==> src/rtl/fpu_pkg.sv <==
// -----------------------------------------------------------------------------
// fpu_pkg -- shared constants and types for the float-to-int pipeline.
//
// Contents:
//   FP_BIAS / FP_EXP_SAT  : single-precision exponent bias and the first biased
//                           exponent whose magnitude no longer fits in int32
//   INT32_MAX / INT32_MIN : saturation values
//   FLAG_INVALID/INEXACT  : bit positions inside out_flags (FTOI_FLAGS_EN)
//   align_t               : stage-1 payload handed from ftoi_align to stage 2
// -----------------------------------------------------------------------------
package fpu_pkg;

   localparam int unsigned FP_BIAS    = 127;
   localparam int unsigned FP_EXP_SAT = 158;

   localparam logic [31:0] INT32_MAX = 32'h7FFF_FFFF;
   localparam logic [31:0] INT32_MIN = 32'h8000_0000;

   localparam int unsigned FLAG_INVALID = 1;
   localparam int unsigned FLAG_INEXACT = 0;

   // field holds |x| * 2 truncated: bits [31:1] are the integer part and
   // bit 0 is the guard (first discarded) bit used for rounding.
   typedef struct packed {
      logic        sign;
      logic        sat;      // result is a saturation constant
      logic        sat_neg;  // pick INT32_MIN rather than INT32_MAX
      logic [31:0] field;
   } align_t;

endpackage

==> src/rtl/ftoi_align.sv <==
// -----------------------------------------------------------------------------
// ftoi_align -- combinational stage-1 decode and mantissa alignment.
//
// Ports:
//   in_data_i : IEEE-754 single-precision operand
//   flags_o   : {invalid, inexact}, present only when FTOI_FLAGS_EN is defined
//   s1_o      : decoded sign / saturation info and the aligned magnitude field
//
// Optional feature macro: FTOI_FLAGS_EN (adds flags_o and its logic).
// -----------------------------------------------------------------------------
module ftoi_align
   import fpu_pkg::*;
(
   input  logic [31:0] in_data_i,
`ifdef FTOI_FLAGS_EN
   output logic [1:0]  flags_o,
`endif
   output align_t      s1_o
);

   // Unbiased exponent at or above which the value overflows int32.
   localparam logic signed [8:0] E_SAT   = 9'(FP_EXP_SAT - FP_BIAS);
   // At this exponent the mantissa LSB has weight 2^-1, i.e. it sits exactly
   // on the guard bit, so no shift is needed.
   localparam logic signed [8:0] E_ALIGN = 9'sd22;
   // Below this exponent |x| < 0.5 and the rounded result is always zero.
   localparam logic signed [8:0] E_MIN   = -9'sd1;

   logic              sign;
   logic [7:0]        bexp;
   logic [22:0]       frac;
   logic [23:0]       mant;
   logic signed [8:0] exp_unb;
   logic [8:0]        rsh_amt;
   logic [8:0]        lsh_amt;
   logic              sat_range;
   logic              is_nan;
   logic [31:0]       field;

   assign sign      = in_data_i[31];
   assign bexp      = in_data_i[30:23];
   assign frac      = in_data_i[22:0];
   // Subnormals get a zero hidden bit; their exponent is far below E_MIN anyway.
   assign mant      = {bexp != 8'd0, frac};
   assign exp_unb   = $signed({1'b0, bexp}) - $signed(9'(FP_BIAS));
   assign rsh_amt   = E_ALIGN - exp_unb;
   assign lsh_amt   = exp_unb - E_ALIGN;
   // Covers Inf and NaN too, since biased 255 is far above the limit.
   assign sat_range = (exp_unb >= E_SAT);
   assign is_nan    = (bexp == 8'hFF) && (frac != 23'd0);

`ifdef FTOI_FLAGS_EN
   logic lost;
   logic exact_min;
   logic invalid;

   // -2^31 is the one value with the saturating exponent that is representable.
   assign exact_min = sign && (exp_unb == E_SAT) && (frac == 23'd0);
`endif

   // NOTE: every signal written here gets a default first, so no path through
   // the if/else chain can leave it unassigned and infer a latch.
   always_comb begin
      field = '0;
`ifdef FTOI_FLAGS_EN
      lost  = 1'b0;
`endif
      if (sat_range) begin
         field = '0;
      end else if (exp_unb < E_MIN) begin
`ifdef FTOI_FLAGS_EN
         lost = |mant;
`endif
      end else if (exp_unb >= E_ALIGN) begin
         // lsh_amt is 0..8 here; 24 + 8 bits fill the 32-bit field exactly.
         field = {8'd0, mant} << lsh_amt;
      end else begin
         // rsh_amt is 1..23 here.
         field = {8'd0, mant} >> rsh_amt;
`ifdef FTOI_FLAGS_EN
         lost  = |(mant & ~(24'hFF_FFFF << rsh_amt));
`endif
      end
   end

   assign s1_o.sign    = sign;
   assign s1_o.sat     = sat_range;
   assign s1_o.sat_neg = sign && !is_nan;   // every NaN saturates positive
   assign s1_o.field   = field;

`ifdef FTOI_FLAGS_EN
   assign invalid               = sat_range && !exact_min;
   assign flags_o[FLAG_INVALID] = invalid;
   assign flags_o[FLAG_INEXACT] = !invalid && (field[0] || lost);
`endif

endmodule

==> src/rtl/ftoi_pipe.sv <==
// -----------------------------------------------------------------------------
// ftoi_pipe -- 2-stage float32 to int32 converter with valid/ready handshake.
//   stage 1 : decode and align (ftoi_align), registered into s1_*
//   stage 2 : round half away from zero, negate, saturate, registered to out_*
//
// Ports:
//   clk, rst_n           : clock, asynchronous active-low reset
//   in_valid / in_ready  : operand handshake (in_ready ignores in_valid)
//   in_data              : IEEE-754 single-precision operand
//   out_valid / out_ready: result handshake; outputs hold while stalled
//   out_data             : two's-complement int32 result
//   out_flags            : {invalid, inexact}, only when FTOI_FLAGS_EN is defined
//
// Optional feature macro: FTOI_FLAGS_EN.
// -----------------------------------------------------------------------------
module ftoi_pipe
   import fpu_pkg::*;
(
   input  logic        clk,
   input  logic        rst_n,
   input  logic        in_valid,
   output logic        in_ready,
   input  logic [31:0] in_data,
   output logic        out_valid,
   input  logic        out_ready,
`ifdef FTOI_FLAGS_EN
   output logic [1:0]  out_flags,
`endif
   output logic [31:0] out_data
);

   align_t      s1_d;
   align_t      s1_q;
   logic        s1_valid_q;
   logic        out_valid_q;
   logic [31:0] out_data_d;
   logic [31:0] out_data_q;
   logic [31:0] mag;
   logic        s2_free;
   logic        s1_adv;
   logic        accept;

`ifdef FTOI_FLAGS_EN
   logic [1:0]  flags_d;
   logic [1:0]  s1_flags_q;
   logic [1:0]  out_flags_q;
`endif

   // ---------------------------------------------------------------- handshake
   assign s2_free  = !out_valid_q || out_ready;
   assign s1_adv   = s1_valid_q && s2_free;
   assign in_ready = !s1_valid_q || s1_adv;
   assign accept   = in_valid && in_ready;

   // ---------------------------------------------------------------- stage 1
   ftoi_align u_align (
      .in_data_i (in_data),
`ifdef FTOI_FLAGS_EN
      .flags_o   (flags_d),
`endif
      .s1_o      (s1_d)
   );

   // NOTE: stage-1 payload has no reset; s1_valid_q gates every use of it, so
   // its power-up contents never reach the outputs.
   always_ff @(posedge clk) begin
      if (accept) begin
         s1_q <= s1_d;
`ifdef FTOI_FLAGS_EN
         s1_flags_q <= flags_d;
`endif
      end
   end

   // ---------------------------------------------------------------- stage 2
   always_comb begin
      // Integer part plus the guard bit: ties round away from zero.
      mag = {1'b0, s1_q.field[31:1]} + {31'd0, s1_q.field[0]};
      if (s1_q.sat) begin
         out_data_d = s1_q.sat_neg ? INT32_MIN : INT32_MAX;
      end else if (s1_q.sign) begin
         out_data_d = -mag;
      end else begin
         out_data_d = mag;
      end
   end

   // NOTE: state registers use non-blocking assignments so every flop samples
   // the pre-edge value of the others regardless of statement order.
   always_ff @(posedge clk or negedge rst_n) begin
      if (!rst_n) begin
         s1_valid_q  <= 1'b0;
         out_valid_q <= 1'b0;
         out_data_q  <= '0;
`ifdef FTOI_FLAGS_EN
         out_flags_q <= '0;
`endif
      end else begin
         if (in_ready) begin
            s1_valid_q <= in_valid;
         end
         if (s2_free) begin
            out_valid_q <= s1_valid_q;
            if (s1_valid_q) begin
               out_data_q <= out_data_d;
`ifdef FTOI_FLAGS_EN
               out_flags_q <= s1_flags_q;
`endif
            end
         end
      end
   end

   assign out_valid = out_valid_q;
   assign out_data  = out_data_q;
`ifdef FTOI_FLAGS_EN
   assign out_flags = out_flags_q;
`endif

endmodule
==> config.mk <==
export PLATFORM = sky130hd
export DESIGN_NAME = ftoi_pipe
export DESIGN_NICKNAME = d
export VERILOG_FILES = /design/src/rtl/fpu_pkg.sv /design/src/rtl/ftoi_align.sv /design/src/rtl/ftoi_pipe.sv
export SDC_FILE = /design/constraint.sdc
export NUM_CORES = 1
export LEC_CHECK = 0
export CAP_MARGIN = 40
export CORE_MARGIN = 2
export CORE_UTILIZATION = 60
export DETAILED_ROUTE_END_ITERATION = 16
export PLACE_DENSITY = 0.83
export SLEW_MARGIN = 10
export SYNTH_ARGS = -nofsm -noshare
export SYNTH_HDL_FRONTEND = slang
export SYNTH_SLANG_ARGS = --single-unit
==> constraint.sdc <==
create_clock -name clk -period 3.56 [get_ports clk]
set_clock_uncertainty 0.1 [all_clocks]
set_input_delay 0.534 -clock clk [delete_from_list [all_inputs] [get_ports clk]]
set_output_delay 0.534 -clock clk [all_outputs]
set_load 0.01 [all_outputs]
Word-level counts from Yosys, hierarchy flattened
Index checks and enable logic that the tools add are counted. W data, S select, Z words.

Output and inout port bits: 34. Logic and storage cells: 35. Flip-flop bits (word level): 69.

Reductions and logical operators: 13. Muxes and demuxes: 4. Eq/ne operators: 1. Shift-type cells: 2. $add $sub $neg: 5. Magnitude comparators: 3.

Operators by type and width (count): $mux W32 (4); $add A31 B1 Y32 (1); $neg A32 Y32 (1); $shl A24 B9 Y32 (1); $shr A24 B9 Y32 (1); $reduce_bool A23 Y1 (1); $ge A9 B6 Y1 const B (2); $lt A9 B1 Y1 const B (1); $sub A6 B9 Y9 const A (1); $sub A8 B7 Y9 const B (1); $sub A9 B6 Y9 const B (1); $eq A8 B8 Y1 const B (1); $reduce_bool A8 Y1 (1); $logic_and A1 B1 Y1 (4); $logic_not A1 Y1 (3); $logic_or A1 B1 Y1 (2); $reduce_and A2 Y1 (1); $reduce_or A2 Y1 (1).

Depth between registers and ports, before layout
Gate-level depths: netlist (run 1).

Depth in word-level cells: 5. Gate-level depth with buffers: 16.

Cells and area by module
A second synthesis (run 1) with hierarchy kept.

Cells, all modules: 897. Area total of the unflattened synthesis: 7459.7 sq um.

By module, submodules not included: ftoi_pipe (area an instance 4038.9 sq um, cells each 392, times used 1); ftoi_align (area an instance 3420.8 sq um, cells each 505, times used 1).

Worst setup path after synthesis (run 1)
Ideal clock, no wire load.

Path type: input-to-reg. From: input in_data[23]. To: register s1_q[5] (netlist name) (data pin). Data arrival time: 3453 ps. Cell stages on the path: 13. Path slack: -254 ps. Data required time: 3199 ps. Cells stage by stage: buf_2 inv_1 clkbuf_1 ha_1 ha_1 buf_6 and4b_1 a21oi_1 o22ai_1 xor2_1 mux4_2 and3b_1 a221o_1.

Word-level cells in the longest chain between the ends: 4.

RTL lines: from (decl) (line ftoi_pipe.sv:23) `input logic [31:0] in_data,`; $sub A8 B7 Y9 (line ftoi_align.sv:45) `assign exp_unb = $signed({1'b0, bexp}) - $signed(9'(FP_BIAS));`; $sub A6 B9 Y9 / $sub A9 B6 Y9 (equally long branches) (line ftoi_align.sv:46, ftoi_align.sv:47); $shr A24 B9 Y32 / $shl A24 B9 Y32 (equally long branches) (line ftoi_align.sv:79, ftoi_align.sv:76); $mux W32 (line ftoi_align.sv:74) `end else if (exp_unb >= E_ALIGN) begin`; to (signal assigned) (line ftoi_pipe.sv:68) `s1_q <= s1_d;`; to (decl) (line ftoi_pipe.sv:33) `align_t s1_q;`.

Parallel ways exist; a longest one is shown, timed or not. A chain may end at the register's enable or synchronous reset.

Final worst setup path (run 1)
From: input in_data[24]. To: register s1_q[29] (netlist name) (data pin).

Same word-level chain as after synthesis.

==> flow_metrics.env, run 1 <==
export IMPL_fillers=971
export IMPL_drt_iter0_drc=854
export IMPL_p_leak_nw=3.628
export IMPL_min_path_cells=2
export IMPL_cp_start_kind="input pin"
export IMPL_synth_flop_cell="edfxtp_1"
export IMPL_ir_drop_v=0.0002596
export IMPL_clk_latency_ns=0.33
export IMPL_reg2reg_from="s1_q[0]"
export IMPL_cts_sinks=69
export IMPL_antenna_cells=0
export IMPL_ys_top_cells_by_area="edfxtp_1 (14%), dfrtp_1 (11%), o21ai_0 (6.2%), a21oi_1 (5.9%), xnor2_1 (5.6%)"
export IMPL_fmax_mhz=292.5
export IMPL_die_x_um=116.6
export IMPL_wire_per_inst_um=17.45
export IMPL_synth_cells=999
export IMPL_hold_path_endpoint="out_data[0]"
export IMPL_crit_buf_inv=5
export IMPL_dr_pass1_iters=6
export IMPL_crit_type="in2reg"
export IMPL_gp_congestion=1.026
export IMPL_relSlewSlack=0.4365
export IMPL_cts_tree="built"
export IMPL_grt_pass1_vias=7484
export IMPL_tightest_slew_ns=0.8453
export IMPL_final_util=0.7632
export IMPL_grt_overflow=0
export IMPL_initial_core_util=0.6079
export IMPL_nets=1185
export IMPL_fp_row_count=41
export IMPL_root_buffer="clkbuf_16"
export IMPL_fin_crit_sh=0.9605
export IMPL_clock_path_buffers=2
export IMPL_place_area_um2=9251
export IMPL_whs_ns=0.3765
export IMPL_route_antenna_remaining_nets=0
export IMPL_reg2reg_depth=11
export IMPL_async_reset_ff_frac=0.4928
export IMPL_slew_violations=0
export IMPL_final_area_um2=9553
export IMPL_synth_top_area_cell="edfxtp_1"
export IMPL_path_clk_slew_ns=0.05
export IMPL_grt_pass1_wl_um=36900
export IMPL_hp_class="reg2reg"
export IMPL_end_kind="register"
export IMPL_timing_critical_path_mode_cell="o21ai_0"
export IMPL_p_per_area_nw_per_um2=354.0
export IMPL_coreArea_um2=12520
export IMPL_cts_hold_buffers=0
export IMPL_grt_usage=0.3421
export IMPL_ys_top_cells_by_count="o21ai_0 (95), a21oi_1 (90), nand2_1 (87)"
export IMPL_cpMaxStageDelayCell="clkdlybuf4s50_1"
export IMPL_ff2ff_setup_slack_ns=0.26
export IMPL_synth_cell_type_count=76
export IMPL_port_buffers=69
export IMPL_die_h_um=116.6
export IMPL_htreeDepth=3
export IMPL_path_delay_family="buffers and inverters"
export IMPL_status="finished clean"
export IMPL_drive_gt1_frac=0.1731
export IMPL_synth_edff_count=35
export IMPL_synth_seq_area_share=0.2500
export IMPL_ios=70
export IMPL_vias=8350
export IMPL_report_final_hold_viol_count=0
export IMPL_cp_arrival_ns=3.51
export IMPL_areaGrowthSynthToFinish_pct=25.55
export IMPL_ys_ff_latch=69
export IMPL_cts_buffers=9
export IMPL_hpwl_um=17920
export IMPL_yosysMostFrequentCell="o21ai_0"
export IMPL_synth_nets=1045
export IMPL_crit_path_max_fanout=28
export IMPL_antenna_found_initial=0
export IMPL_max_cap_violations=0
export IMPL_via_per_inst=6.345
export IMPL_die_area_um2=13600
export IMPL_max_stage_delay_ns=0.52
export IMPL_grt_max_degree=56
export IMPL_netlist_area_um2=7609
export IMPL_synth_top_area_frac=0.1381
export IMPL_yosysWarnings=0
export IMPL_setup_viol=0
export IMPL_wl_um=22960
export IMPL_cp_required_ns=3.65
export IMPL_drc=0
export IMPL_hold_start="out_data[0]"
export IMPL_seqCellArea_um2=1902
export IMPL_r2r_end="out_data[26]"
export IMPL_multi_input_area_um2=5331
export IMPL_timing_final_crit_period_ns=3.419
export IMPL_syn_avg_cell_area_um2=7.616
export IMPL_crit_chain="clkdlybuf4s50_1, inv_1, ha_2, buf_4, buf_12, o21ai_0, and2_1, a21oi_1, inv_1, o21ai_0, o21ai_0, mux2_2, nor2_1"
[stage by stage]
| stage | std cells | setup WS, ns | TNS, ns | power [mW] |
|---|---|---|---|---|
| 2_1_floorplan | 999 | -0.05767 | -0.05767 | 1.894 |
| 3_3_place_gp | 1298 | -0.07355 | -0.1608 | 2.562 |
| 3_5_place_dp | 1298 | -0.1592 | -2.220 | 2.593 |
| 4_1_cts | 1314 | 0.03003 | 0 | 3.347 |
| 5_1_grt | 1316 | -0.004670 | -0.004670 | 3.555 |
| 6_report | 1316 | 0.1408 | 0 | 3.382 |
[routing by layer]
layer / track usage / vias up / wire, µm
met2: 0.5833 / 429 / 10980
met4: 0.1890 / 0 / 1148
met1: 0.4241 / 3831 / 9420
met3: 0.03684 / 93 / 1413
met5: 0 / - / 0
li1: - / 3997 / -
[tightest hold or removal path, stage by stage, from the launching register on]
cell,delay (ns)
dfrtp_1,0.34
nand2_1,0.05
nand2_1,0.05
[registers in the layout, indices dropped and copies added (netlist names)]
name / count
out_valid: 1
out_data: 32
s1_valid_q: 1
s1_q: 35
[cell usage in the layout, fill, tap and decap left out, drive strengths merged, types with 16 or more instances in the layout]
cell / n
buf: 138
o21ai: 95
a21oi: 90
nand2: 88
nor2: 86
clkdlybuf4s50: 68
xnor2: 49
nor3: 36
edfxtp: 35
dfrtp: 34
nand3: 31
nand2b: 28
a211oi: 25
mux2i: 25
and2: 23
and3: 23
inv: 17
o21a: 17
xor2: 17
a31oi: 16
nor4: 16
[report_power, final]
part	total, mW	internal (mW)	switching [mW]
sequential	1.02	0.941	0.0771
clock	0.754	0.461	0.293
combinational	1.61	0.761	0.849
total	3.38	2.16	1.22
[cell type report]
class	instances	share of cell area
Clock buffer	12	0.02475
Multi-Input combinational cell	836	0.5581
Clock inverter	4	0.001572
Inverter	17	0.006680
Timing Repair Buffer	206	0.1873
Sequential cell	69	0.1991
Tap cell	172	0.02253
[worst max path at each step]
stage | start | end | slack, ns | cells past startpoint
global route | in_data[24] | s1_q[7] | -0.005 | 16
finish | in_data[24] | s1_q[29] | 0.14 | 13
CTS | s1_q[0] | out_data[26] | 0.03 | 11
floorplan | in_data[23] | s1_q[5] | -0.06 | 13
global placement | in_data[24] | s1_q[5] | -0.07 | 12
detailed placement | in_data[24] | s1_q[1] | -0.16 | 12
[kinds of logic after synthesis]
logic type | Yosys count | share of synthesized area
adder cells (fa/ha/maj) | 10 | 0.01644
AO/OA/AOI/OAI | 326 | 0.2658
AND/OR/NAND/NOR | 395 | 0.2720
multiplexers | 39 | 0.06101
buffers and inverters | 94 | 0.05887
XOR/XNOR | 66 | 0.07597
flip-flops | 69 | 0.2500
[repair_timing]
| item | CTS | global route |
|---|---|---|
| setup endpoints to repair | 0 | 21 |
| resized for setup | 0 | 8 |
| hold endpoints to repair | 0 | 0 |
| setup buffers | 0 | 2 |
Power figures use the tool's default switching activity.
==> run 2: changes to the inputs <==
--- a/config.mk
+++ b/config.mk
@@ -5,7 +5,6 @@
 export SDC_FILE = /design/constraint.sdc
 export NUM_CORES = 1
 export LEC_CHECK = 0
-export CAP_MARGIN = 40
 export CORE_MARGIN = 2
 export CORE_UTILIZATION = 60
 export DETAILED_ROUTE_END_ITERATION = 16
==> results of run 2 <==
No change in the layout: final DEF, timing and power equal those of run 1.
